### config.mk
export PLATFORM = sky130hd
export DESIGN_NAME = mi_arbiter_flat
export DESIGN_NICKNAME = d
export VERILOG_FILES = /design/src/rtl/mi_arbiter_if.sv /design/src/rtl/mi_arbiter.sv /design/src/flat_wrapper.sv
export SDC_FILE = /design/constraint.sdc
export NUM_CORES = 1
export LEC_CHECK = 0
export BUFFER_PORTS_ARGS = -buffer_cell sky130_fd_sc_hd__buf_2
export CAP_MARGIN = 10
export CORE_AREA = 2 2 130 132
export DETAILED_ROUTE_END_ITERATION = 12
export DIE_AREA = 0 0 132 134
export REMOVE_ABC_BUFFERS = 1
export SYNTH_ARGS = -nofsm -noshare
export SYNTH_HDL_FRONTEND = slang
export SYNTH_SLANG_ARGS = --single-unit
### constraint.sdc
create_clock -name i_clk -period 2.6 [get_ports i_clk]
set_clock_uncertainty 0.1 [all_clocks]
set_input_delay 0.39 -clock i_clk [delete_from_list [all_inputs] [get_ports i_clk]]
set_output_delay 0.39 -clock i_clk [all_outputs]
set_load 0.02 [all_outputs]
### src/rtl/mi_arbiter_if.sv
// Memory-interface (mi_*) bundle for one command/data link.
// "master" drives commands and write data.
// "slave" accepts commands and returns ready, write acks and read data.
interface mi_arbiter_if #(
    parameter int ADDR_WIDTH = 32,
    parameter int LEN_WIDTH  = 7
);
    logic [ADDR_WIDTH-1:0] addr;
    logic [LEN_WIDTH-1:0]  len;
    logic                  rw;
    logic                  valid;
    logic                  ready;
    logic [31:0]           wdata;
    logic                  wack;
    logic [31:0]           rdata;
    logic                  rstb;

    modport master (
        output addr, len, rw, valid, wdata,
        input  ready, wack, rdata, rstb
    );

    modport slave (
        input  addr, len, rw, valid, wdata,
        output ready, wack, rdata, rstb
    );
endinterface

### src/rtl/mi_arbiter.sv
// Two-port memory-interface arbiter.
// Port 0 is the memory tester and port 1 is the video DMA.
// One port is granted per command. The grant is held until every beat of the
// burst has completed. Write acks and read strobes are steered only to the owner.
module mi_arbiter #(
    parameter int ADDR_WIDTH = 32,
    parameter int LEN_WIDTH  = 7,
    parameter int FIXED_PRIO = 0
) (
    input  logic                i_clk,
    input  logic                i_rst_n,
    input  logic [1:0]          i_en,
    mi_arbiter_if.slave         io_p0,
    mi_arbiter_if.slave         io_p1,
    mi_arbiter_if.master        io_m,
    output logic                o_owner,
    output logic                o_busy
);

    typedef enum logic [1:0] {
        ST_IDLE = 2'd0,
        ST_CMD  = 2'd1,
        ST_DATA = 2'd2
    } state_t;

    localparam bit                   LP_FIXED    = (FIXED_PRIO != 0);
    localparam logic [LEN_WIDTH-1:0] LP_CNT_ZERO = {LEN_WIDTH{1'b0}};
    localparam logic [LEN_WIDTH-1:0] LP_CNT_ONE  = {{(LEN_WIDTH-1){1'b0}}, 1'b1};

    state_t                 r_state;
    state_t                 w_state_nxt;
    logic                   r_owner;
    logic                   w_owner_nxt;
    logic                   r_last;
    logic                   w_last_nxt;
    logic [LEN_WIDTH-1:0]   r_cnt;
    logic [LEN_WIDTH-1:0]   w_cnt_nxt;
    logic                   r_rw;
    logic                   w_rw_nxt;

    logic [1:0]             w_req;
    logic                   w_grant;
    logic                   w_beat;
    logic                   w_busy;
    logic                   w_in_cmd;
    logic [ADDR_WIDTH-1:0]  w_addr;

    // Requests are qualified by the enables; enables are looked at only here.
    assign w_req = {io_p1.valid & i_en[1], io_p0.valid & i_en[0]};

    // The burst direction is latched at grant time. A requester may present
    // its next command as soon as it sees ready, so we cannot rely on its rw
    // during the data phase.
    assign w_beat = r_rw ? io_m.rstb : io_m.wack;

    assign w_busy   = (r_state != ST_IDLE);
    assign w_in_cmd = (r_state == ST_CMD);

    // Choose the winner among the active requests. On a tie, round-robin
    // picks the port that was not granted last; fixed priority picks port 1.
    always_comb begin
        w_grant = 1'b0;
        if (w_req == 2'b11) begin
            if (LP_FIXED) begin
                w_grant = 1'b1;
            end else begin
                w_grant = ~r_last;
            end
        end else if (w_req[1]) begin
            w_grant = 1'b1;
        end else begin
            w_grant = 1'b0;
        end
    end

    // Next-state logic: arbitrate, hand off the command, then count beats.
    // The counter holds the beats remaining minus one, so the beat seen with
    // a zero count is the last one. A full-length burst never wraps.
    always_comb begin
        w_state_nxt = r_state;
        w_owner_nxt = r_owner;
        w_last_nxt  = r_last;
        w_cnt_nxt   = r_cnt;
        w_rw_nxt    = r_rw;
        case (r_state)
            ST_IDLE: begin
                if (w_req != 2'b00) begin
                    w_owner_nxt = w_grant;
                    w_cnt_nxt   = w_grant ? io_p1.len : io_p0.len;
                    w_rw_nxt    = w_grant ? io_p1.rw  : io_p0.rw;
                    w_state_nxt = ST_CMD;
                end else begin
                    w_state_nxt = ST_IDLE;
                end
            end
            ST_CMD: begin
                if (io_m.ready) begin
                    if (w_beat) begin
                        if (r_cnt == LP_CNT_ZERO) begin
                            w_last_nxt  = r_owner;
                            w_state_nxt = ST_IDLE;
                        end else begin
                            w_cnt_nxt   = r_cnt - LP_CNT_ONE;
                            w_state_nxt = ST_DATA;
                        end
                    end else begin
                        w_state_nxt = ST_DATA;
                    end
                end else begin
                    w_state_nxt = ST_CMD;
                end
            end
            ST_DATA: begin
                if (w_beat) begin
                    if (r_cnt == LP_CNT_ZERO) begin
                        w_last_nxt  = r_owner;
                        w_state_nxt = ST_IDLE;
                    end else begin
                        w_cnt_nxt   = r_cnt - LP_CNT_ONE;
                        w_state_nxt = ST_DATA;
                    end
                end else begin
                    w_state_nxt = ST_DATA;
                end
            end
            default: begin
                w_state_nxt = ST_IDLE;
            end
        endcase
    end

    // State and grant registers. Port 0 wins the first tie after reset.
    always_ff @(posedge i_clk) begin
        if (!i_rst_n) begin
            r_state <= ST_IDLE;
            r_owner <= 1'b0;
            r_last  <= 1'b1;
            r_cnt   <= LP_CNT_ZERO;
            r_rw    <= 1'b0;
        end else begin
            r_state <= w_state_nxt;
            r_owner <= w_owner_nxt;
            r_last  <= w_last_nxt;
            r_cnt   <= w_cnt_nxt;
            r_rw    <= w_rw_nxt;
        end
    end

    // Command path to the controller, muxed from the current owner.
    assign w_addr      = r_owner ? io_p1.addr : io_p0.addr;
    assign io_m.addr   = w_addr;
    assign io_m.len    = r_owner ? io_p1.len   : io_p0.len;
    assign io_m.rw     = r_owner ? io_p1.rw    : io_p0.rw;
    assign io_m.wdata  = r_owner ? io_p1.wdata : io_p0.wdata;
    assign io_m.valid  = w_in_cmd;

    // Handshake and strobes go back only to the owner. Strobes outside a
    // grant are dropped.
    assign io_p0.ready = w_in_cmd & ~r_owner & io_m.ready;
    assign io_p1.ready = w_in_cmd &  r_owner & io_m.ready;
    assign io_p0.wack  = io_m.wack & ~r_owner & w_busy;
    assign io_p1.wack  = io_m.wack &  r_owner & w_busy;
    assign io_p0.rstb  = io_m.rstb & ~r_owner & w_busy;
    assign io_p1.rstb  = io_m.rstb &  r_owner & w_busy;
    assign io_p0.rdata = io_m.rdata;
    assign io_p1.rdata = io_m.rdata;

    assign o_owner = r_owner;
    assign o_busy  = w_busy;

endmodule

### src/flat_wrapper.sv
// flat-port wrapper written by rule: the top's interface ports become plain ports
module mi_arbiter_flat 
#(
    parameter int ADDR_WIDTH = 32,
    parameter int LEN_WIDTH  = 7,
    parameter int FIXED_PRIO = 0
)
  (i_clk, i_rst_n, i_en, o_owner, o_busy, io_p0_addr, io_p0_len, io_p0_rw, io_p0_valid, io_p0_wdata, io_p0_ready, io_p0_wack, io_p0_rdata, io_p0_rstb, io_p1_addr, io_p1_len, io_p1_rw, io_p1_valid, io_p1_wdata, io_p1_ready, io_p1_wack, io_p1_rdata, io_p1_rstb, io_m_addr, io_m_len, io_m_rw, io_m_valid, io_m_wdata, io_m_ready, io_m_wack, io_m_rdata, io_m_rstb);
  mi_arbiter_if #(.ADDR_WIDTH(ADDR_WIDTH), .LEN_WIDTH(LEN_WIDTH)) io_p0_i ();
  mi_arbiter_if #(.ADDR_WIDTH(ADDR_WIDTH), .LEN_WIDTH(LEN_WIDTH)) io_p1_i ();
  mi_arbiter_if #(.ADDR_WIDTH(ADDR_WIDTH), .LEN_WIDTH(LEN_WIDTH)) io_m_i ();
  input  logic i_clk;
  input  logic i_rst_n;
  input  logic [1:0] i_en;
  output logic o_owner;
  output logic o_busy;
  input wire logic [$bits(io_p0_i.addr)-1:0] io_p0_addr;
  input wire logic [$bits(io_p0_i.len)-1:0] io_p0_len;
  input wire logic [$bits(io_p0_i.rw)-1:0] io_p0_rw;
  input wire logic [$bits(io_p0_i.valid)-1:0] io_p0_valid;
  input wire logic [$bits(io_p0_i.wdata)-1:0] io_p0_wdata;
  output wire logic [$bits(io_p0_i.ready)-1:0] io_p0_ready;
  output wire logic [$bits(io_p0_i.wack)-1:0] io_p0_wack;
  output wire logic [$bits(io_p0_i.rdata)-1:0] io_p0_rdata;
  output wire logic [$bits(io_p0_i.rstb)-1:0] io_p0_rstb;
  input wire logic [$bits(io_p1_i.addr)-1:0] io_p1_addr;
  input wire logic [$bits(io_p1_i.len)-1:0] io_p1_len;
  input wire logic [$bits(io_p1_i.rw)-1:0] io_p1_rw;
  input wire logic [$bits(io_p1_i.valid)-1:0] io_p1_valid;
  input wire logic [$bits(io_p1_i.wdata)-1:0] io_p1_wdata;
  output wire logic [$bits(io_p1_i.ready)-1:0] io_p1_ready;
  output wire logic [$bits(io_p1_i.wack)-1:0] io_p1_wack;
  output wire logic [$bits(io_p1_i.rdata)-1:0] io_p1_rdata;
  output wire logic [$bits(io_p1_i.rstb)-1:0] io_p1_rstb;
  output wire logic [$bits(io_m_i.addr)-1:0] io_m_addr;
  output wire logic [$bits(io_m_i.len)-1:0] io_m_len;
  output wire logic [$bits(io_m_i.rw)-1:0] io_m_rw;
  output wire logic [$bits(io_m_i.valid)-1:0] io_m_valid;
  output wire logic [$bits(io_m_i.wdata)-1:0] io_m_wdata;
  input wire logic [$bits(io_m_i.ready)-1:0] io_m_ready;
  input wire logic [$bits(io_m_i.wack)-1:0] io_m_wack;
  input wire logic [$bits(io_m_i.rdata)-1:0] io_m_rdata;
  input wire logic [$bits(io_m_i.rstb)-1:0] io_m_rstb;
  assign io_p0_i.addr = io_p0_addr;
  assign io_p0_i.len = io_p0_len;
  assign io_p0_i.rw = io_p0_rw;
  assign io_p0_i.valid = io_p0_valid;
  assign io_p0_i.wdata = io_p0_wdata;
  assign io_p0_ready = io_p0_i.ready;
  assign io_p0_wack = io_p0_i.wack;
  assign io_p0_rdata = io_p0_i.rdata;
  assign io_p0_rstb = io_p0_i.rstb;
  assign io_p1_i.addr = io_p1_addr;
  assign io_p1_i.len = io_p1_len;
  assign io_p1_i.rw = io_p1_rw;
  assign io_p1_i.valid = io_p1_valid;
  assign io_p1_i.wdata = io_p1_wdata;
  assign io_p1_ready = io_p1_i.ready;
  assign io_p1_wack = io_p1_i.wack;
  assign io_p1_rdata = io_p1_i.rdata;
  assign io_p1_rstb = io_p1_i.rstb;
  assign io_m_addr = io_m_i.addr;
  assign io_m_len = io_m_i.len;
  assign io_m_rw = io_m_i.rw;
  assign io_m_valid = io_m_i.valid;
  assign io_m_wdata = io_m_i.wdata;
  assign io_m_i.ready = io_m_ready;
  assign io_m_i.wack = io_m_wack;
  assign io_m_i.rdata = io_m_rdata;
  assign io_m_i.rstb = io_m_rstb;
  mi_arbiter #(.ADDR_WIDTH(ADDR_WIDTH), .LEN_WIDTH(LEN_WIDTH), .FIXED_PRIO(FIXED_PRIO)) u_core (.i_clk(i_clk), .i_rst_n(i_rst_n), .i_en(i_en), .io_p0(io_p0_i), .io_p1(io_p1_i), .io_m(io_m_i), .o_owner(o_owner), .o_busy(o_busy));
endmodule
==> results.cfg <==
[status]
outcome = completed

[place]
place_congestion = 0.826
placed_cell_area_mm2 = 0.00325
io_buffers = 233
hpwl_mm = 10.5

[floorplanning]
core_area_mm2 = 0.0163
fp.dieH_um = 134
fp.dieW_um = 132
io_pins = 330
dieArea_mm2 = 0.0177
start_util_pct = 14.1
row_count = 47

[yosys]
netlist_top_cells_area = mux2_2 (35%), buf_4 (21%), dfxtp_1 (10%)
synth_cells = 264
ys_warn_count = 0
async_flop_share_pct = 0
syn_area_per_cell_um2 = 8.68
synth-seq-area-share_pct = 10.5
yosys.area.top_type = mux2_2
synth_top_area_share_pct = 35.4
synth_edf_count = 0
synth_ff_type = dfxtp_1
synth-seq-cells = 12
synth_area_mm2 = 0.00229
synthDistinctLibCells = 50

[clocking]
cts_root_buf = clkbuf_16
cts_htree_levels = 1
clock_path_buffers = 2
post_cts_resized = 0
clk_pin_slew_ns = 0.05
clk_latency_ns = 0.25
numCtsBuffers = 3
cts_tree = built
hold_buffers = 0
post_cts_buffers = 0
clkSinkCount = 12

[sta]
hold_viol_final = 0
finalSetupViolCount = 0
worst_pin_slew_ns = 0.551
hold_ws_ns = 0.326
fmaxAchievable_ghz = 0.460
slew_viol_final = 0
finalCritPeriodShare_pct = 83.6
slew_headroom_pct = 63.3
period_minus_slack_ns = 2.17
rsz0062_at_grt = false

[power_and_ir_drop]
vdd_ir_drop_max_v = 0.000156
p_per_area_mw_per_mm2 = 410
pwr-share-comb_pct = 57.1
p_clk_share_pct = 24.0
p_switching_w = 0.000554
p_int_w = 0.000818
power.static_leakage_nw = 1.63
p_sw_share_pct = 40.4
seq_power_share_pct = 18.9

[worst_hold_path]
worstHoldStart = i_rst_n
whs_endpoint = u_core.r_last
hold_path_depth = 2
hold_class = in -> reg

[route]
drc = 0
viasPerCell = 4.16
routedWlPerCell_um = 18.8
wl_mm = 12.2
drtAntennaViolNets = 0
drt_iter0_markers = 95
drtPass1Iterations = 5
vias = 2704

[critical_path]
cp.arrival_ns = 1.68
reg2reg_from = u_core.r_state[0]
worstReg2RegEnd = u_core.r_cnt[3]
crit_fanout = 21
cp.required_ns = 2.11
r2r_cells = 6
cp-end-kind = output port
start_kind = flip-flop
critPathKind = reg -> out
rrSetupSlack_ns = 0.46

[global_routing]
grtUsageTotal_pct = 12.4
grt_pass1_wl_mm = 16.0
antenna_found_initial = 4
grt_pass1_vias = 2476
grt_max_degree = 41
overflow = 0

[flow_run]
maxCapViolCount = 0

[finish]
final_nets = 620
drive_above_1_share_pct = 76.0
fillers = 1839
stdcell_area_mm2 = 0.00334
syn2layout_area_growth_pct = 45.9
[critical path, cell delays in order (launching register included)]
cell	delay, ns
dfxtp_4	0.56
buf_4	0.32
mux2_2	0.38
buf_2	0.16
[logic make-up after synthesis]
group	synth area share (%)
mux	36.2
simple gates	12.3
compound gates	13.5
flops	10.5
xor+xnor	0.382
fa+ha+maj	2.73
buf+inv	24.3
[layer usage]
layer | track usage, % | up-vias | part of all wire, %
met5 | 6.11 | - | 0.66
met4 | 3.74 | 2 | 1.9
met3 | 7.45 | 20 | 13
met2 | 17.8 | 216 | 43
met1 | 14.8 | 1231 | 42
li1 | - | 1235 | -
[power groups by stage]
stage / combinational (W) / sequential [W] / clock (W)
2_1_floorplan: 0.000477 / 0.000261 / 0
3_5_place_dp: 0.000784 / 0.000261 / 0
5_1_grt: 0.000844 / 0.000261 / 0.000340
4_1_cts: 0.000788 / 0.000257 / 0.000335
6_report: 0.000784 / 0.000259 / 0.000330
3_3_place_gp: 0.000780 / 0.000259 / 0
[Yosys cell counts (all sizes together), types with 4 or more instances]
library cell and number:
mux2 72, nand2 10, clkbuf 4, and3 6, o21ai 8, nand3 4, a21oi 7, dfxtp 12
inv 8, ha 5, buf 72, nor2 5
[sequential cells by signal, indices dropped and copies added, names as in the netlist]
signal / flops
u_core.r_state: 2
u_core.r_cnt: 7
u_core.r_last: 1
u_core.o_owner: 1
u_core.r_rw: 1
[through the flow]
| step | setup WS, ns | cells | util, % | setup TNS (ns) | total power, W |
|---|---|---|---|---|---|
| floorplan | -0.561 | 188 | - | -34.12 | 0.000738 |
| global placement | 0.526 | 645 | 20.0 | 0 | 0.00104 |
| detailed placement | 0.501 | 645 | 20.0 | 0 | 0.00104 |
| CTS | 0.399 | 649 | 20.5 | 0 | 0.00138 |
| global route | 0.244 | 649 | 20.5 | 0 | 0.00145 |
| finish | 0.426 | 650 | 20.5 | 0 | 0.00137 |
[area by class of cell]
cell class	count	area [µm²]	share of cell area, %
Multi-Input combinational cell	168	1500	44.7
Timing Repair Buffer	237	1210	36.1
Tap cell	220	275	8.23
Sequential cell	12	244	7.30
Clock buffer	4	88.8	2.66
Inverter	8	30.0	0.898
Antenna cell	1	2.50	0.0748
[worst max path at each step]
stage                                 start         endpoint  slack [ns]  cells past startpoint
after CTS                    u_core.o_owner   io_m_wdata[15]        0.40                      3
after detailed placement  u_core.r_state[0]  u_core.r_cnt[3]        0.50                      6
after global placement    u_core.r_state[0]  u_core.r_cnt[3]        0.53                      6
final                        u_core.o_owner   io_m_wdata[15]        0.43                      3
after floorplan              u_core.o_owner      io_p1_ready       -0.56                      2
after global routing      u_core.r_state[1]  u_core.r_cnt[0]        0.24                      6
[layout by cell type, fill, tap and decap left out, types with 3 or more instances in the layout]
| cell | n |
|---|---|
| buf_2 | 233 |
| nand3_1 | 4 |
| o21ai_0 | 8 |
| nor2_1 | 5 |
| nand2_1 | 8 |
| buf_4 | 3 |
| a21boi_0 | 3 |
| inv_1 | 8 |
| a21oi_1 | 7 |
| nand2b_1 | 3 |
| mux2_2 | 72 |
| ha_1 | 5 |
| and3_1 | 5 |
| dfxtp_1 | 11 |
| clkbuf_16 | 3 |
(Power assumes the default switching activity.)
